`config.mk`:
```
export PLATFORM = sky130hd
export DESIGN_NAME = spi_peripheral_flat
export DESIGN_NICKNAME = d
export VERILOG_FILES = /design/src/rtl/spi_pkg.sv /design/src/rtl/spi_peripheral_if.sv /design/src/rtl/spi_pin_sync.sv /design/src/rtl/spi_peripheral.sv /design/src/flat_wrapper.sv
export SDC_FILE = /design/constraint.sdc
export NUM_CORES = 1
export LEC_CHECK = 0
export CORE_UTILIZATION = 40
export DETAILED_ROUTE_END_ITERATION = 12
export HOLD_SLACK_MARGIN = 0.15
export SLEW_MARGIN = 20
export SYNTH_ARGS = -nofsm -noshare
export SYNTH_HDL_FRONTEND = slang
export SYNTH_SLANG_ARGS = --single-unit
```
`constraint.sdc`:
```
create_clock -name i_clk -period 4.3 [get_ports i_clk]
set_input_delay 0.86 -clock i_clk [delete_from_list [all_inputs] [get_ports i_clk]]
set_output_delay 0.86 -clock i_clk [all_outputs]
set_load 0.02 [all_outputs]
```
`src/rtl/spi_pkg.sv`:
```
// Shared SPI definitions: mode bit positions in the config word, peripheral
// states, and the byte sent when the TX holding register is empty.
package spi_pkg;

    localparam int CFG_CPOL_BIT  = 2;
    localparam int CFG_CPHA_BIT  = 1;
    localparam int CFG_STORE_BIT = 0;

    typedef struct packed {
        logic cpol;
        logic cpha;
    } spi_mode_t;

    typedef enum logic {
        ST_IDLE  = 1'b0,
        ST_SHIFT = 1'b1
    } spi_state_t;

    localparam logic [7:0] UNDERRUN_FILL = 8'h00;

endpackage

```
`src/rtl/spi_peripheral_if.sv`:
```
// Device-side byte interface of the SPI peripheral (fabric = master, peripheral = slave).
interface spi_peripheral_if;

    // TX: a byte transfers on every i_clk edge where i_tx_valid && o_tx_ready;
    // i_tx must be stable while i_tx_valid is high. RX: o_rx is valid only in
    // the single cycle o_rx_valid is high; there is no back-pressure on RX.
    logic [7:0] i_tx;
    logic       i_tx_valid;
    logic       o_tx_ready;
    logic [7:0] o_rx;
    logic       o_rx_valid;
    logic       o_tx_underrun;

    modport master (
        output i_tx, i_tx_valid,
        input  o_tx_ready, o_rx, o_rx_valid, o_tx_underrun
    );

    modport slave (
        input  i_tx, i_tx_valid,
        output o_tx_ready, o_rx, o_rx_valid, o_tx_underrun
    );

endinterface

```
`src/rtl/spi_pin_sync.sv`:
```
// N-stage synchronizer plus edge detector for one asynchronous pin.
// Flops reset low, so a fall is only reported after the pin has been seen high.
module spi_pin_sync #(
    parameter int STAGES = 2
) (
    input  logic i_clk,
    input  logic i_rst_n,
    input  logic i_pin,
    output logic o_rise,
    output logic o_fall
);

    logic [STAGES-1:0] sync_q;
    logic              prev_q;

    always_ff @(posedge i_clk) begin
        if (!i_rst_n) begin
            sync_q <= '0;
            prev_q <= 1'b0;
        end else begin
            sync_q <= {sync_q[STAGES-2:0], i_pin};
            prev_q <= sync_q[STAGES-1];
        end
    end

    assign o_rise = sync_q[STAGES-1] & ~prev_q;
    assign o_fall = ~sync_q[STAGES-1] & prev_q;

endmodule

```
`src/rtl/spi_peripheral.sv`:
```
// SPI peripheral (target), modes 0-3, oversampled in the i_clk domain.
// Define SPI_PERIPHERAL_UNDERRUN_EN to enable o_tx_underrun pulses (tied 0 otherwise).
module spi_peripheral
    import spi_pkg::*;
#(
    parameter int SYNC_STAGES = 2
) (
    input  logic             i_clk,
    input  logic             i_rst_n,
    input  logic [2:0]       i_config,
    spi_peripheral_if.slave  bus,
    input  logic             i_sclk,
    input  logic             i_cs_n,
    input  logic             i_copi,
    output logic             o_cipo,
    output logic             o_cipo_en,
    output logic             o_busy,
    output spi_state_t       o_dbg_state
);

    logic sclk_rise, sclk_fall, cs_rise, cs_fall;

    spi_pin_sync #(.STAGES(SYNC_STAGES)) u_sclk_sync (
        .i_clk  (i_clk),
        .i_rst_n(i_rst_n),
        .i_pin  (i_sclk),
        .o_rise (sclk_rise),
        .o_fall (sclk_fall)
    );

    spi_pin_sync #(.STAGES(SYNC_STAGES)) u_cs_sync (
        .i_clk  (i_clk),
        .i_rst_n(i_rst_n),
        .i_pin  (i_cs_n),
        .o_rise (cs_rise),
        .o_fall (cs_fall)
    );

    logic [SYNC_STAGES-1:0] copi_sync_q;
    logic                   copi_s;
    spi_mode_t              mode_q;
    spi_state_t             state_q, state_d;
    logic [2:0]             bit_cnt_q;
    logic [6:0]             rx_shift_q;
    logic [7:0]             tx_shift_q, hold_q, rx_q, load_byte;
    logic                   hold_full_q, rx_valid_q, cipo_q;
    logic                   sclk_lead, sclk_trail, sample_stb, drive_stb;
    logic                   in_shift, reload, tx_accept;

    assign copi_s     = copi_sync_q[SYNC_STAGES-1];
    assign sclk_lead  = mode_q.cpol ? sclk_fall : sclk_rise;
    assign sclk_trail = mode_q.cpol ? sclk_rise : sclk_fall;
    assign sample_stb = mode_q.cpha ? sclk_trail : sclk_lead;
    assign drive_stb  = mode_q.cpha ? sclk_lead  : sclk_trail;
    assign in_shift   = (state_q == ST_SHIFT) && !cs_rise;

    // First drive event of each byte pulls from the holding register; for
    // CPHA=0 byte 0 that event is the CS fall itself.
    assign reload    = (state_q == ST_IDLE && cs_fall && !mode_q.cpha)
                     || (in_shift && drive_stb && bit_cnt_q == 3'd0);
    assign load_byte = hold_full_q ? hold_q : UNDERRUN_FILL;
    assign tx_accept = bus.i_tx_valid && !hold_full_q;

    always_ff @(posedge i_clk) begin
        if (!i_rst_n) state_q <= ST_IDLE;
        else          state_q <= state_d;
    end

    always_comb begin
        state_d = state_q;
        case (state_q)
            ST_IDLE:  if (cs_fall) state_d = ST_SHIFT;
            ST_SHIFT: if (cs_rise) state_d = ST_IDLE;
            default:  state_d = ST_IDLE;
        endcase
    end

    always_ff @(posedge i_clk) begin
        if (!i_rst_n) begin
            copi_sync_q <= '0;
            mode_q      <= '0;
            bit_cnt_q   <= '0;
            rx_shift_q  <= '0;
            tx_shift_q  <= '0;
            hold_q      <= '0;
            hold_full_q <= 1'b0;
            rx_q        <= '0;
            rx_valid_q  <= 1'b0;
            cipo_q      <= 1'b0;
        end else begin
            copi_sync_q <= {copi_sync_q[SYNC_STAGES-2:0], i_copi};
            rx_valid_q  <= 1'b0;
            if (state_q == ST_IDLE && i_config[CFG_STORE_BIT])
                mode_q <= '{cpol: i_config[CFG_CPOL_BIT], cpha: i_config[CFG_CPHA_BIT]};

            // A write in the reload cycle is kept for the following byte.
            if (tx_accept) hold_q <= bus.i_tx;
            hold_full_q <= (hold_full_q && !reload) || tx_accept;

            if (reload) begin
                cipo_q     <= load_byte[7];
                tx_shift_q <= {load_byte[6:0], 1'b0};
            end else if (in_shift && drive_stb) begin
                cipo_q     <= tx_shift_q[7];
                tx_shift_q <= {tx_shift_q[6:0], 1'b0};
            end else if (state_q == ST_IDLE) begin
                cipo_q <= 1'b0;
            end

            if ((state_q == ST_IDLE && cs_fall) || (state_q == ST_SHIFT && cs_rise)) begin
                bit_cnt_q <= '0;
            end else if (in_shift && sample_stb) begin
                rx_shift_q <= {rx_shift_q[5:0], copi_s};
                bit_cnt_q  <= bit_cnt_q + 3'd1;
                if (bit_cnt_q == 3'd7) begin
                    rx_q       <= {rx_shift_q, copi_s};
                    rx_valid_q <= 1'b1;
                end
            end
        end
    end

`ifdef SPI_PERIPHERAL_UNDERRUN_EN
    logic underrun_q;

    always_ff @(posedge i_clk) begin
        if (!i_rst_n) underrun_q <= 1'b0;
        else          underrun_q <= reload && !hold_full_q;
    end

    assign bus.o_tx_underrun = underrun_q;
`else
    assign bus.o_tx_underrun = 1'b0;
`endif

    assign bus.o_tx_ready = ~hold_full_q;
    assign bus.o_rx       = rx_q;
    assign bus.o_rx_valid = rx_valid_q;
    assign o_cipo         = cipo_q;
    assign o_cipo_en      = (state_q == ST_SHIFT);
    assign o_busy         = (state_q == ST_SHIFT);
    assign o_dbg_state    = state_q;

endmodule

```
`src/flat_wrapper.sv`:
```
// flat-port wrapper written by rule: the top's interface ports become plain ports
module spi_peripheral_flat import spi_pkg::*;
#(
    parameter int SYNC_STAGES = 2
)
  (i_clk, i_rst_n, i_config, i_sclk, i_cs_n, i_copi, o_cipo, o_cipo_en, o_busy, o_dbg_state, bus_i_tx, bus_i_tx_valid, bus_o_tx_ready, bus_o_rx, bus_o_rx_valid, bus_o_tx_underrun);
  spi_peripheral_if bus_i ();
  input  logic i_clk;
  input  logic i_rst_n;
  input  logic [2:0] i_config;
  input  logic i_sclk;
  input  logic i_cs_n;
  input  logic i_copi;
  output logic o_cipo;
  output logic o_cipo_en;
  output logic o_busy;
  output spi_state_t o_dbg_state;
  input wire logic [$bits(bus_i.i_tx)-1:0] bus_i_tx;
  input wire logic [$bits(bus_i.i_tx_valid)-1:0] bus_i_tx_valid;
  output wire logic [$bits(bus_i.o_tx_ready)-1:0] bus_o_tx_ready;
  output wire logic [$bits(bus_i.o_rx)-1:0] bus_o_rx;
  output wire logic [$bits(bus_i.o_rx_valid)-1:0] bus_o_rx_valid;
  output wire logic [$bits(bus_i.o_tx_underrun)-1:0] bus_o_tx_underrun;
  assign bus_i.i_tx = bus_i_tx;
  assign bus_i.i_tx_valid = bus_i_tx_valid;
  assign bus_o_tx_ready = bus_i.o_tx_ready;
  assign bus_o_rx = bus_i.o_rx;
  assign bus_o_rx_valid = bus_i.o_rx_valid;
  assign bus_o_tx_underrun = bus_i.o_tx_underrun;
  spi_peripheral #(.SYNC_STAGES(SYNC_STAGES)) u_core (.i_clk(i_clk), .i_rst_n(i_rst_n), .i_config(i_config), .bus(bus_i), .i_sclk(i_sclk), .i_cs_n(i_cs_n), .i_copi(i_copi), .o_cipo(o_cipo), .o_cipo_en(o_cipo_en), .o_busy(o_busy), .o_dbg_state(o_dbg_state));
endmodule
```
==> out/results.ini, run 1 <==
[clock_network]
clock_latency_ns = 0.30
cts_setup_buffers = 0
postCtsHoldBufs = 0
cts_buffers = 5
cts_tree = built
cts_resized = 0
cts_sinks = 47
clockBufferDepth = 2
path_clk_slew_ns = 0.07
h-tree-depth = 2
cts_root_buf = clkbuf_8

[timing]
setup_tns_ns = 0
skew_ns = 0.00735
setup_viol = 0
relSlewSlack = 0.450
hold_viol_final = 0
maxSlewViolCount = 0
fmax_mhz = 423
min_period_ns = 2.36
rsz0062_at_grt = false
finalCritPeriodShare = 0.549
tightest_slew_ns = 0.825

[detailed_routing]
ant_nets = 0
via_per_inst = 4.89
route.detailed.wl_per_inst_um = 11.2
remaining_drc_errors = 0
drtIter0Drc = 93
drt-total-wl_mm = 3.47
firstDrtPassIters = 4
vias = 1510

[final_layout]
drive_gt1_frac = 0.0455
final_cell_area_um2 = 2420
synthToLayoutAreaGrowth_pct = 18.2
fin_nets = 262
num_antenna_cells = 0
fill_cells = 495

[placed_design]
dpl_cell_area_um2 = 2330
dpl.hpwl_mm = 2.40
port_buffers = 30
globalplace.congestion = 0.722

[run]
cap_violations = 0

[setup_path]
r2r_cells = 5
critPathMaxStageDelay_ns = 0.67
reg2reg_from = u_core.mode_q[0]
crit_path_start_kind = flip-flop
worstPathMaxFanout = 12
r2r_end = u_core.rx_shift_q[5]
crit_buf_inv = 1
arrival_ns = 1.50
cp_top_family = buffers and inverters
crit_chain = clkdlybuf4s50_1
worstPathRequired_ns = 3.44
path_class = flip-flop to output port
endpoint_kind = output port
rrSetupSlack_ns = 2.23
slowest_stage = clkdlybuf4s50_1

[pwr]
p_seq_frac = 0.585
p_per_area_nw_per_um2 = 325
p_int_uw = 609
power.switching_uw = 175
power_frac_comb = 0.081
leakagePower_uw = 0.000885
clkPwrFrac = 0.334
ir_drop_mv = 0.167
swShare = 0.224

[synthesis]
synth_flop_cell = dfxtp_1
synth_area_um2 = 2050
synth-edff-count = 0
yosys-top-cells-area = dfxtp_1 46%, nand2_1 7.7%, mux2i_1 6.4%
synthArstFlopShare = 0
yosys_warnings = 0
yosysSeqAreaShare = 0.460
yosys.area.top_type = dfxtp_1
synth_top_area_share = 0.460
syn_area_per_cell_um2 = 9.26
synth.ff_latch_count = 47
syn_nets = 241
syn_inst = 221
yosysUniqueCellTypes = 35

[worst_hold_path]
min_to = u_core.u_sclk_sync.sync_q[1]
hp-start = u_core.u_sclk_sync.sync_q[0]
hold_path_depth = 1
hold_path.class = flip-flop to flip-flop

[die]
die_y_um = 73.5
rows = 25
start_util = 0.425
pin_count = 32
die_area_um2 = 5400
die_w_um = 73.5
coreArea_um2 = 4820

[global_routing]
antenna_found_initial = 0
grtUsageTotal = 0.144
grt_max_degree = 28
overflow = 0
grt_pass1_wl_mm = 5.93
first_global_vias = 1338

[outcome]
status = complete, no violations

-- cell usage in the layout (no fill, tap or decap), types with 2 or more instances in the layout --
cell and count:
a21boi_1 7, o22ai_1 2, nor2b_1 10, o221ai_1 7, nand3_1 10, nand3b_1 2
o2111ai_1 2, clkdlybuf4s50_1 30, ha_1 3, clkbuf_8 6, dfxtp_1 47, and2_1 12
nand2_1 42, o311a_1 6, a21oi_1 3, a21boi_0 10, nand2b_1 5, nor2_1 5
mux2i_1 13, inv_1 6
-- cell usage after synthesis (all sizes together), types with 5 or more instances --
cell type and instances:
buf 10, nand2b 5, dfxtp 47, a21boi 17
mux2i 13, inv 6, nand2 42, clkbuf 7
and2 13, nor2 5, o311a 6, o221ai 7
nor2b 10, nand3 10
-- power by group through the flow --
| stage | clock, uW | sequential, uW | combinational, uW |
|---|---|---|---|
| after detailed placement | 0 | 469 | 64.7 |
| after CTS | 274 | 459 | 65.1 |
| after global routing | 294 | 461 | 71.2 |
| final | 262 | 459 | 63.9 |
| after floorplan | 0 | 464 | 44.7 |
| after global placement | 0 | 469 | 64.8 |
-- state kept, by name, indices dropped and copies added, names as in the netlist, 2 cells and up --
| signal | count |
|---|---|
| u_core.u_sclk_sync.sync_q | 2 |
| u_core.mode_q | 2 |
| u_core.rx_shift_q | 7 |
| u_core.copi_sync_q | 2 |
| u_core.tx_shift_q | 7 |
| u_core.u_cs_sync.sync_q | 2 |
| u_core.bit_cnt_q | 3 |
| u_core.bus.o_rx | 8 |
| u_core.hold_q | 8 |
-- layout make-up --
type | instances | area, um2 | area share
Multi-Input combinational cell | 151 | 975 | 0.403
Inverter | 6 | 22.5 | 0.00932
Timing Repair Buffer | 31 | 308 | 0.127
Tap cell | 67 | 83.8 | 0.0347
Clock buffer | 6 | 82.6 | 0.0342
Clock inverter | 1 | 5.00 | 0.00207
Sequential cell | 47 | 941 | 0.389
-- cells by family after synthesis --
kind of cell / Yosys count / share of synthesized area
muxes: 13 / 0.0636
other: 1 / 0.00183
AOI/OAI and AO/OA: 40 / 0.155
xor gates and xnor gates: 2 / 0.0122
DFF: 47 / 0.460
and+or+nand+nor: 91 / 0.221
buffers and inverters: 23 / 0.0636
adders and majority gates: 4 / 0.0232
-- metal layers --
metal	vias up	part of all wire	track usage
li1	792	-	-
met5	-	0	0
met1	681	0.51	0.193
met3	6	0.051	0.0412
met4	0	0.020	0.0641
met2	31	0.42	0.214
-- how the worst max path moves through the flow --
stage | start | slack (ns) | depth (start not counted) | to
detailed placement | i_rst_n | 1.82 | 5 | u_core.tx_shift_q[1]
global placement | i_rst_n | 1.83 | 5 | u_core.tx_shift_q[1]
global route | u_core.o_busy | 1.82 | 1 | o_dbg_state
finish | u_core.o_busy | 1.94 | 1 | o_dbg_state
floorplan | u_core.o_busy | 2.57 | 7 | u_core.tx_shift_q[4]
CTS | u_core.o_busy | 1.91 | 1 | o_dbg_state
-- through the flow --
step                total power [uW]  worst slack [ns]  hold slack [ns]   util  instances
detailed placement               534              1.82            0.419  0.484        302
floorplan                        509              2.57            0.412      -        221
global placement                 534              1.83            0.416  0.484        302
global route                     826              1.82            0.456  0.502        309
CTS                              798              1.91            0.440  0.502        309
finish                           785              1.94            0.436  0.502        309
(Power assumes the default switching activity.)
==> inputs of run 2 (changes only) <==
clock period = 1.9 ns   (was 4.3 ns; I/O delays follow)
==> run 2 against run 1 <==
  * Via count increased by 2.6%
  * Critical path type unchanged
  * Flip-flop and latch count unchanged
  * Register-to-register slack got worse by 2.0 ns
  * Sequential power increased by 120%
  * Critical endpoint is now o_cipo_en
  * Largest cell class unchanged
  * First-iteration DRC count decreased by 43%
==> out/results.ini, run 2 (synthesis gave the netlist of run 1 again) <==
[die]
die_w_um = 73.5  ; unchanged
coreArea_um2 = 4820  ; unchanged
die_area_um2 = 5400  ; unchanged
pin_count = 32  ; unchanged
start_util = 0.425  ; unchanged
rows = 25  ; unchanged
die_y_um = 73.5  ; unchanged

[pwr]
leakagePower_uw = 0.000938  ; +6.0%
ir_drop_mv = 0.369  ; +120%
p_per_area_nw_per_um2 = 708  ; +120%

[final_layout]
synthToLayoutAreaGrowth_pct = 22.6
fin_nets = 271  ; +3.4%
final_common_cell = dfxtp_1
final_cell_mix = 46 x dfxtp_1, 42 x nand2_1, 30 x clkdlybuf4s50_1
drive_gt1_frac = 0.0876  ; +0.0422
num_antenna_cells = 0  ; unchanged
fin_cells = 318  ; +2.9%
final_util = 0.521  ; +0.0187

[outcome]
status = complete, no violations

[clock_network]
clock_latency_ns = 0.30  ; about the same
postCtsHoldBufs = 0  ; unchanged
cts_buffers = 5  ; unchanged
cts_setup_buffers = 0  ; unchanged
h-tree-depth = 2  ; unchanged
cts_root_buf = clkbuf_8
cts_tree = built
path_clk_slew_ns = 0.08  ; about the same
cts_sinks = 47  ; unchanged
clockBufferDepth = 2  ; unchanged

[detailed_routing]
remaining_drc_errors = 0  ; unchanged
drt-total-wl_mm = 3.62  ; +4.4%
vias = 1550  ; +2.6%
via_per_inst = 4.87  ; -0.26%
ant_nets = 0  ; unchanged
firstDrtPassIters = 4  ; unchanged
route.detailed.wl_per_inst_um = 11.4  ; +1.5%
drtIter0Drc = 53  ; -43%

[worst_hold_path]
hold_path.class = flip-flop to flip-flop
hp-start = u_core.copi_sync_q[0]

[timing]
fmax_mhz = 568
setup_viol = 0  ; unchanged
min_period_ns = 1.76
worst_slack_ns = 0.141  ; -1.80 ns
setup_tns_ns = 0  ; unchanged
hold_viol_final = 0  ; unchanged
maxSlewViolCount = 0  ; unchanged
skew_ns = 0.00598  ; -0.00137 ns
finalCritPeriodShare = 0.926
holdWs_ns = 0.438  ; +0.00241 ns
rsz0062_at_grt = false

[global_routing]
overflow = 0  ; unchanged
antenna_found_initial = 0  ; unchanged
grt_pass1_wl_mm = 6.16  ; +3.8%
grtUsageTotal = 0.148  ; +0.00468
grt_max_degree = 30  ; +7.1%
first_global_vias = 1350  ; +0.90%

[placed_design]
dpl.hpwl_mm = 2.51  ; +4.8%
globalplace.congestion = 0.747  ; +3.5%
dp.cells = 311  ; +3.0%
port_buffers = 30  ; unchanged
dpl_worst_slack_ns = 0.130  ; -1.69 ns

[setup_path]
reg2reg_from = u_core.mode_q[0]
crit_chain = clkdlybuf4s50_1
crit_path_start_kind = flip-flop
worstPathMaxFanout = 12  ; unchanged
endpoint_kind = output port
worstPathRequired_ns = 1.52  ; -1.92 ns
slowest_stage = clkdlybuf4s50_1
cp_top_family = buffers and inverters
crit_buf_inv = 1  ; unchanged
path_class = flip-flop to output port
setup.worst_path.start = u_core.o_busy
critPathMaxStageDelay_ns = 0.64  ; -0.03 ns
arrival_ns = 1.38  ; -0.12 ns

[run]
cap_violations = 0  ; unchanged

run 2: cell types whose count changed in the layout (fill, tap and decap cells not counted):
| cell | before | now |
|---|---|---|
| o21a_1 | 1 | 0 |
| buf_4 | 1 | 8 |
| clkinv_4 | 0 | 1 |
| dfxtp_1 | 47 | 46 |
| clkbuf_8 | 6 | 5 |
| o21a_2 | 0 | 1 |
| dfxtp_2 | 0 | 1 |
| buf_12 | 0 | 2 |
run 2: path summary, 6_finish.rpt:
path                           endpoint  slack (ns)  cells after the start
hold / removal    u_core.copi_sync_q[1]        0.44                      1
setup / recovery              o_cipo_en        0.14                      1
setup reg to reg   u_core.rx_shift_q[5]        0.21                      6
hold reg to reg   u_core.copi_sync_q[1]        0.44                      1
run 2: final cells by class:
cell class	count	area, um2
Clock inverter	2	13.8
Timing Repair Buffer	40	400
Multi-Input combinational cell	151	976
Tap cell	67	83.8
Clock buffer	5	68.8
Fill cell	485	2310
Sequential cell	47	942
Inverter	6	22.5
run 2: metrics by stage:
step                area (um2)  power [uW]
detailed placement        2420        1220
finish                    2510        1780
floorplan                 2050        1150
global placement          2420        1220
global route              2510        1860
CTS                       2510        1810
run 2: metal layers:
metal / GRT usage / up-vias / wire (um)
met5: 0 / - / 0
met4: 0.0705 / 0 / 65
met3: 0.0425 / 7 / 149
met2: 0.207 / 29 / 1470
met1: 0.209 / 704 / 1940
li1: - / 810 / -
run 2: repair_timing:
| action | in CTS | in global routing |
|---|---|---|
| resized for setup | 1 | 1 |
| setup endpoints to repair | 3 | 7 |
| hold endpoints to repair | 0 | 0 |
run 2: report_power, final:
group / leakage, uW / total, uW / internal (uW) / switching [uW]
registers: 0.000383 / 1030 / 1010 / 18.2
logic: 0.000511 / 166 / 91.7 / 74.6
clock network: 0.0000440 / 578 / 252 / 326
